## config.mk

```make
export PLATFORM = sky130hd
export DESIGN_NAME = reg_wb_pipe
export DESIGN_NICKNAME = d
export VERILOG_FILES = /design/src/rtl/pipe_pkg.sv /design/src/rtl/wb_skid2.sv /design/src/rtl/reg_wb_pipe.sv
export SDC_FILE = /design/constraint.sdc
export NUM_CORES = 1
export LEC_CHECK = 0
export CAP_MARGIN = 0
export CORE_MARGIN = 2
export CORE_UTILIZATION = 50
export CTS_CLUSTER_SIZE = 20
export DETAILED_ROUTE_END_ITERATION = 10
export PLACE_DENSITY = 0.75
export SETUP_SLACK_MARGIN = 0.15
export SYNTH_ARGS = -nofsm -noshare
export SYNTH_HDL_FRONTEND = slang
export SYNTH_SLANG_ARGS = --single-unit
```

## constraint.sdc

```tcl
create_clock -name clk -period 5.7 [get_ports clk]
set_input_delay 0.57 -clock clk [delete_from_list [all_inputs] [get_ports clk]]
set_output_delay 0.57 -clock clk [all_outputs]
set_load 0.03 [all_outputs]
```

## src/rtl/pipe_pkg.sv

```systemverilog
// Shared types for the write-back pipeline: stall-bus codes and the per-lane
// write-back record layout {addr, write, data}.
package pipe_pkg;

  localparam int STALL_W    = 2;
  localparam int WB_XLEN    = 32;
  localparam int WB_RADDR_W = 5;

  typedef enum logic [STALL_W-1:0] {
    STALL_PASS = 2'b00,
    STALL_HOLD = 2'b01,
    STALL_BUBB = 2'b10
  } stall_e;

  typedef struct packed {
    logic [WB_RADDR_W-1:0] addr;
    logic                  write;
    logic [WB_XLEN-1:0]    data;
  } wb_rec_t;

  // Width of one packed lane record for arbitrary widths.
  function automatic int rec_width(input int raddr_w, input int xlen);
    return raddr_w + 1 + xlen;
  endfunction

endpackage

```

## src/rtl/wb_skid2.sv

```systemverilog
// Generic 2-entry circular skid buffer. The caller guarantees push only when
// not full and pop only when not empty; flush empties and clears all storage.
module wb_skid2 #(
  parameter int W = 8
) (
  input  logic         clk,
  input  logic         rst,
  input  logic         i_flush,
  input  logic         i_push,
  input  logic         i_pop,
  input  logic [W-1:0] i_data,
  output logic [W-1:0] o_ent0,
  output logic [W-1:0] o_ent1,
  output logic         o_head_ptr,
  output logic [1:0]   o_count
);

  logic [W-1:0] r_ent0;
  logic [W-1:0] r_ent1;
  logic         r_head;
  logic         r_tail;
  logic [1:0]   r_count;

  // Storage, pointers and occupancy; flush has priority over push/pop.
  always_ff @(posedge clk or posedge rst) begin
    if (rst) begin
      r_ent0  <= '0;
      r_ent1  <= '0;
      r_head  <= 1'b0;
      r_tail  <= 1'b0;
      r_count <= 2'd0;
    end else if (i_flush) begin
      r_ent0  <= '0;
      r_ent1  <= '0;
      r_head  <= 1'b0;
      r_tail  <= 1'b0;
      r_count <= 2'd0;
    end else begin
      if (i_push) begin
        if (r_tail) begin
          r_ent1 <= i_data;
        end else begin
          r_ent0 <= i_data;
        end
        r_tail <= ~r_tail;
      end
      if (i_pop) begin
        r_head <= ~r_head;
      end
      case ({i_push, i_pop})
        2'b10:   r_count <= r_count + 2'd1;
        2'b01:   r_count <= r_count - 2'd1;
        default: r_count <= r_count;
      endcase
    end
  end

  assign o_ent0     = r_ent0;
  assign o_ent1     = r_ent1;
  assign o_head_ptr = r_head;
  assign o_count    = r_count;

endmodule

```

## src/rtl/reg_wb_pipe.sv

```systemverilog
// MEM/WB pipeline register: LANES write-back records behind a 2-entry skid
// buffer with stall-bus priority. Define REG_WB_PIPE_FWD_EN for forwarding lookup.
module reg_wb_pipe
  import pipe_pkg::*;
#(
  parameter int LANES   = 1,
  parameter int XLEN    = 32,
  parameter int RADDR_W = 5
) (
  input  logic                     clk,
  input  logic                     rst,
  input  logic [STALL_W-1:0]       stall,
  input  logic                     in_valid,
  output logic                     in_ready,
  input  logic [LANES*RADDR_W-1:0] rd_addr_i,
  input  logic [LANES-1:0]         rd_write_i,
  input  logic [LANES*XLEN-1:0]    rd_data_i,
  output logic                     out_valid,
  input  logic                     out_ready,
  output logic [LANES*RADDR_W-1:0] rd_addr_o,
  output logic [LANES-1:0]         rd_write_o,
  output logic [LANES*XLEN-1:0]    rd_data_o,
  output logic [1:0]               occupancy
`ifdef REG_WB_PIPE_FWD_EN
  ,
  input  logic [LANES*RADDR_W-1:0] fwd_addr_i,
  output logic [LANES-1:0]         fwd_hit_o,
  output logic [LANES*XLEN-1:0]    fwd_data_o
`endif
);

  localparam int REC_W = rec_width(RADDR_W, XLEN);
  localparam int PAY_W = LANES * REC_W;

  logic             w_pass;
  logic             w_bubb;
  logic             w_in_ready;
  logic             w_out_valid;
  logic             w_push;
  logic             w_pop;
  logic [PAY_W-1:0] w_pay_in;
  logic [PAY_W-1:0] w_ent0;
  logic [PAY_W-1:0] w_ent1;
  logic [PAY_W-1:0] w_head;
  logic [PAY_W-1:0] w_head_q;
  logic             w_head_ptr;
  logic [1:0]       w_count;

  // Anything that is neither Pass nor Bubb behaves as Hold: no push, no pop.
  assign w_pass      = (stall == STALL_PASS);
  assign w_bubb      = (stall == STALL_BUBB);
  assign w_in_ready  = (w_count != 2'd2) && w_pass;
  assign w_out_valid = (w_count != 2'd0) && !w_bubb;
  assign w_push      = in_valid && w_in_ready;
  assign w_pop       = w_out_valid && out_ready && w_pass;

  // Pack incoming lanes; x0 destinations are stored as write=0, data=0.
  always_comb begin
    w_pay_in = '0;
    for (int l = 0; l < LANES; l++) begin
      w_pay_in[l*REC_W + XLEN + 1 +: RADDR_W] = rd_addr_i[l*RADDR_W +: RADDR_W];
      w_pay_in[l*REC_W + XLEN] = rd_write_i[l] && (rd_addr_i[l*RADDR_W +: RADDR_W] != '0);
      w_pay_in[l*REC_W +: XLEN] = (rd_addr_i[l*RADDR_W +: RADDR_W] != '0) ?
                                  rd_data_i[l*XLEN +: XLEN] : '0;
    end
  end

  wb_skid2 #(
    .W (PAY_W)
  ) u_skid (
    .clk        (clk),
    .rst        (rst),
    .i_flush    (w_bubb),
    .i_push     (w_push),
    .i_pop      (w_pop),
    .i_data     (w_pay_in),
    .o_ent0     (w_ent0),
    .o_ent1     (w_ent1),
    .o_head_ptr (w_head_ptr),
    .o_count    (w_count)
  );

  // Popped entries keep stale contents, so an empty buffer must present zeros.
  assign w_head   = w_head_ptr ? w_ent1 : w_ent0;
  assign w_head_q = (w_count != 2'd0) ? w_head : '0;

  // Unpack the head record onto the lane-packed output buses.
  always_comb begin
    rd_addr_o  = '0;
    rd_write_o = '0;
    rd_data_o  = '0;
    for (int l = 0; l < LANES; l++) begin
      rd_addr_o[l*RADDR_W +: RADDR_W] = w_head_q[l*REC_W + XLEN + 1 +: RADDR_W];
      rd_write_o[l]                   = w_head_q[l*REC_W + XLEN];
      rd_data_o[l*XLEN +: XLEN]       = w_head_q[l*REC_W +: XLEN];
    end
  end

  assign in_ready  = w_in_ready;
  assign out_valid = w_out_valid;
  assign occupancy = w_count;

`ifdef REG_WB_PIPE_FWD_EN
  logic             w_newest_ptr;
  logic [PAY_W-1:0] w_newest;

  // With two entries the newest sits opposite the head; with one it is the head.
  assign w_newest_ptr = w_head_ptr ^ (w_count == 2'd2);
  assign w_newest     = w_newest_ptr ? w_ent1 : w_ent0;

  // Newest entry first, then higher lanes first; the first live match wins.
  always_comb begin
    logic             w_found;
    logic             w_match;
    logic             w_ent_live;
    logic [REC_W-1:0] w_rec;
    logic [RADDR_W-1:0] w_qa;
    fwd_hit_o  = '0;
    fwd_data_o = '0;
    w_found    = 1'b0;
    w_match    = 1'b0;
    w_ent_live = 1'b0;
    w_rec      = '0;
    w_qa       = '0;
    for (int q = 0; q < LANES; q++) begin
      w_found = 1'b0;
      w_qa    = fwd_addr_i[q*RADDR_W +: RADDR_W];
      for (int e = 0; e < 2; e++) begin
        w_ent_live = (e == 0) ? (w_count != 2'd0) : (w_count == 2'd2);
        for (int l = LANES - 1; l >= 0; l--) begin
          w_rec   = (e == 0) ? w_newest[l*REC_W +: REC_W] : w_head[l*REC_W +: REC_W];
          w_match = w_ent_live && !w_bubb && (w_qa != '0) && w_rec[XLEN] &&
                    (w_rec[XLEN + 1 +: RADDR_W] == w_qa);
          fwd_data_o[q*XLEN +: XLEN] = (w_match && !w_found) ? w_rec[XLEN-1:0] :
                                       fwd_data_o[q*XLEN +: XLEN];
          w_found = w_found || w_match;
        end
      end
      fwd_hit_o[q] = w_found;
    end
  end
`endif

endmodule

```

Word-level counts from Yosys, hierarchy flattened. Cells that the tools add are included.

Bits in registers: 80. Bits of input ports: 44.

Muxes and demuxes: 15. Eq/ne operators: 5. Reduce and logical (&&, ||, !) cells: 16. Bitwise logic cells: 2. $add $sub $neg: 2.

Operators with widths (number): 38-bit two-way mux (8); 32-bit two-way mux (1); 2-bit nonzero test (4); 1-bit logical AND (6); 5-bit nonzero test (1); 2-bit equality test (second input constant) (2); 1-bit two-way mux (4); 2-bit inequality test (second input constant) (2); 2-bit one-hot mux with 2 select lines (1); 2-bit AND reduction (2); 3-bit nonzero test (1); 2-bit by 1-bit adder with 2-bit output (second input constant) (1); 2-bit by 1-bit equality test with 1-bit output (second input constant) (1); 2-bit zero test (1); 2-bit two-way mux (1); 1-bit inverter (2); 2-bit by 1-bit subtractor with 2-bit output (second input constant) (1); 1-bit zero test (1).

Logic depth before layout (Yosys ltp).
Depth in word-level cells: 8. Gate-level depth with buffers: 7. Mapped depth without buffers: 6.

Hierarchy. Synthesis repeated with hierarchy kept, for this count alone.

Cell total of the unflattened synthesis: 483. Area total of the unflattened synthesis: 4132.7 sq um.

Modules (own cells, without submodules): wb_skid2 (cells an instance 350, times used 1, seq. area each 2001.9 sq um, area an instance 3183.1 sq um); reg_wb_pipe (cells an instance 133, times used 1, seq. area each 0.0 sq um, area an instance 949.7 sq um).

Worst setup path before layout. Ideal clock, no wire load.

Path kind: register to output. Start point: register u_skid.r_count[0], in the netlist u_skid.o_count[0]. End point: output port rd_addr_o[0]. Arrival: 1540 ps. Path buffers: 2. Stages on the path, launching flop included: 5. Path slack: 3590 ps. Required time: 5130 ps. Cell sequence: dfrtp_1 > nor2_1 > clkbuf_1 > buf_2 > nor2_1.

Word-level cells in the longest chain between the ends: 2.

Ends and longest elaborated chain: start, declared (line wb_skid2.sv:22) `logic [1:0] r_count;`; start signal, assigned (line wb_skid2.sv:51) `2'b10: r_count <= r_count + 2'd1;`; start signal, assigned (line wb_skid2.sv:52) `2'b01: r_count <= r_count - 2'd1;`; start signal, assigned (line wb_skid2.sv:53) `default: r_count <= r_count;`; 2-bit nonzero test (line reg_wb_pipe.sv:85) `assign w_head_q = (w_count != 2'd0) ? w_head : '0;`; 38-bit two-way mux (line reg_wb_pipe.sv:85); end, declared (line reg_wb_pipe.sv:20) `output logic [LANES*RADDR_W-1:0] rd_addr_o,`.

No other way between the ends.

Worst setup path after layout.
Start point: register u_skid.r_head, in the netlist u_skid.o_head_ptr. End point: output port rd_data_o[28].

Word-level cells in the longest chain between the ends: 2.

Ends and longest elaborated chain: start, declared (line wb_skid2.sv:20) `logic r_head;`; start signal, assigned (line wb_skid2.sv:48) `r_head <= ~r_head;`; 38-bit two-way mux (line reg_wb_pipe.sv:84) `assign w_head = w_head_ptr ? w_ent1 : w_ent0;`; 38-bit two-way mux (line reg_wb_pipe.sv:85); end, declared (line reg_wb_pipe.sv:22) `output logic [LANES*XLEN-1:0] rd_data_o,`.

No other way between the ends.

==> flow_summary.json <==
{
  "status": "finished, final reports clean",
  "cts_hold_buf": 0,
  "ir_worst_vdd_mv": 0.159,
  "multi_input_area_mm2": 0.00174,
  "cts-htree-levels": 3,
  "port_buffers": 85,
  "reg2reg_depth": 4,
  "cts_tree": "yes",
  "hold_start": "u_skid.o_ent1[6]",
  "area_growth_pct": 24.0,
  "cts_setup_buffers": 0,
  "synth-edff-count": 0,
  "place.gp.congestion": 0.717,
  "fin_skew_ps": 9.38,
  "whs_path_depth": 1,
  "synthArstFlopShare_pct": 100,
  "io-pin-count": 86,
  "dp_cells": 542,
  "hold_viol": 0,
  "cp.required_ps": 5130,
  "crit_fanout": 32,
  "cts_sinks": 80,
  "design.core.area_mm2": 0.00809,
  "critPathBufInv": 2,
  "wire_per_inst_um": 16.9,
  "grt_setup_unrepaired": "false",
  "postSynthCellCount": 383,
  "slowest_stage": "clkdlybuf4s50_1",
  "initialDrtViolationCount": 207,
  "tns_ps": 0,
  "wirelength_mm": 9.42,
  "synthFlopType": "dfrtp_1",
  "p_total_uw": 1630,
  "overflow": 0,
  "synth_nets": 428,
  "fin_crit_sh_pct": 52.8,
  "holdWs_ps": 494,
  "die_w_um": 94.6,
  "layout_commonest_cell": "clkdlybuf4s50_1",
  "ys_ff_latch": 80,
  "fin_crit_ps": 3010,
  "n_antenna_cell": 0,
  "fmax_mhz": 332,
  "drv_cap": 0,
  "cp.arrival_ps": 2440,
  "final_core_util_pct": 62.9,
  "drtAntennaViolNets": 0,
  "slowest_delay_ps": 630,
  "synth_cell_types": 33,
  "row_count": 33,
  "cts_made_buffers": 9,
  "critPathLaunchType": "flip-flop",
  "ctsResizeCount": 0,
  "hp-class": "flip-flop to flip-flop",
  "dieArea_mm2": 0.00895,
  "path_cells": "buf_4 -> mux2i_1 -> nor2_1 -> clkdlybuf4s50_1",
  "p_leak_uw": 0.00221,
  "power_density_mw_per_mm2": 320,
  "dp_hpwl_mm": 5.93,
  "grt_pass1_wl_mm": 15.3,
  "mostFrequentLayoutCells": "clkdlybuf4s50_1, dfrtp_1, mux2i_1, nand2_1, nor2_1",
  "setup_viol": 0,
  "reg2reg_from": "u_skid.o_count[0]",
  "fin_nets": 493,
  "final-max-slew-violation-count": 0,
  "yosysWarnings": 0,
  "seq_area_mm2": 0.00200,
  "vias_per_cell": 5.66,
  "num_vias": 3155,
  "dieHeight_um": 94.6,
  "r2r_end": "u_skid.o_ent0[24]",
  "r2r_setup_slack_ps": 3720,
  "drive_gt1_share_pct": 9.96,
  "grt_max_degree": 81,
  "endpoint_kind": "output pin",
  "clock_latency_ps": 350,
  "cp_top_family": "buffers and inverters",
  "fillers": 690,
  "max_slew_margin_pct": 20.4,
  "clockBufferDepth": 2,
  "path_class": "flip-flop to output pin",
  "initial_core_util_pct": 50.7,
  "antenna_found_initial": 0,
  "synth_area_mm2": 0.00411,
  "grtUsageTotal_pct": 21.8,
  "hold_path_end": "u_skid.o_ent1[6]",
  "drc": 0,
  "path_clk_slew_ps": 70,
  "cts_root_buffer": "clkbuf_8",
  "drt_pass1_iterations": 5,
  "avgSynthCellArea_um2": 10.7,
  "synth_seq_area_share_pct": 48.8,
  "grt_pass1_vias": 3134,
  "instances_no_fill": 557,
  "tightest_slew_ps": 1190
}
cell families (layout without fill, tap and decap cells):
kind of cell	after synthesis	after routing	synth area share, %
AO/OA/AOI/OAI	72	72	18.9
XOR/XNOR	2	2	0.427
adder cells (fa/ha/maj)	1	1	0.305
buffers and inverters	78	147	9.32
flip-flops	80	80	48.8
multiplexers	48	48	11.7
AND/OR/NAND/NOR	102	102	10.6
power breakdown:
group          total (uW)  internal (uW)  leakage (uW)  switching [uW]
clock                 373            178     0.0000882             195
sequential            691            632       0.00109            59.0
combinational         568            230       0.00103             338
total                1630           1040       0.00221             592
worst max-delay path by stage:
stage	from	endpoint	slack [ps]	depth (start not counted)
after floorplan	rst	u_skid.o_count[0]	3080	1
after global placement	stall[0]	u_skid.r_tail	2600	4
after detailed placement	stall[0]	u_skid.r_tail	2430	4
after CTS	u_skid.o_head_ptr	rd_data_o[31]	2660	4
after global routing	u_skid.o_head_ptr	rd_data_o[28]	2560	4
final	u_skid.o_head_ptr	rd_data_o[28]	2690	4
worst register-to-register path: cells and delay by family, from the launching register on:
| kind | cells | cell delay (ps) |
|---|---|---|
| AO/OA/AOI/OAI | 1 | 260 |
| buffers and inverters | 1 | 420 |
| flip-flops | 1 | 540 |
| AND/OR/NAND/NOR | 2 | 650 |
final cells by class:
type | count | share of cell area, %
Sequential cell | 80 | 39.3
Tap cell | 105 | 2.58
Inverter | 41 | 3.05
Timing Repair Buffer | 91 | 17.6
Multi-Input combinational cell | 225 | 34.1
Clock buffer | 12 | 3.05
Clock inverter | 3 | 0.344
metrics by stage:
| stage | setup WS [ps] | cell area (um^2) |
|---|---|---|
| finish | 2690 | 5090 |
| CTS | 2660 | 5090 |
| detailed placement | 2430 | 4920 |
| global route | 2560 | 5090 |
| floorplan | 3080 | 4110 |
| global placement | 2600 | 4920 |
metal layers:
| layer | share of wire (%) | global-route usage (%) | vias up |
|---|---|---|---|
| met5 | 0 | 0 | - |
| met4 | 1.0 | 7.37 | 0 |
| met3 | 3.7 | 2.87 | 11 |
| met2 | 50 | 36.2 | 67 |
| met1 | 45 | 29.5 | 1584 |
| li1 | - | - | 1493 |
synth_stat cells (all sizes together) (2+ instances only):
| cell type | number | area share, % |
|---|---|---|
| o21ai | 2 | 0.24 |
| nor2 | 43 | 3.9 |
| mux2i | 48 | 12 |
| clkbuf | 15 | 1.4 |
| a32o | 33 | 8.0 |
| nand2b | 2 | 0.30 |
| nand2 | 44 | 4.0 |
| o32ai | 33 | 9.8 |
| dfrtp | 80 | 49 |
| nor4 | 2 | 0.67 |
| buf | 22 | 4.2 |
| nor3 | 3 | 0.37 |
| nor2b | 3 | 0.52 |
| inv | 41 | 3.7 |
flip-flops by register name (all words and copies together) (netlist names):
signal,flops
u_skid.o_count,2
u_skid.o_ent1,38
u_skid.o_ent0,38
u_skid.r_tail,1
u_skid.o_head_ptr,1
No activity file was read; power rests on OpenSTA's default activity.
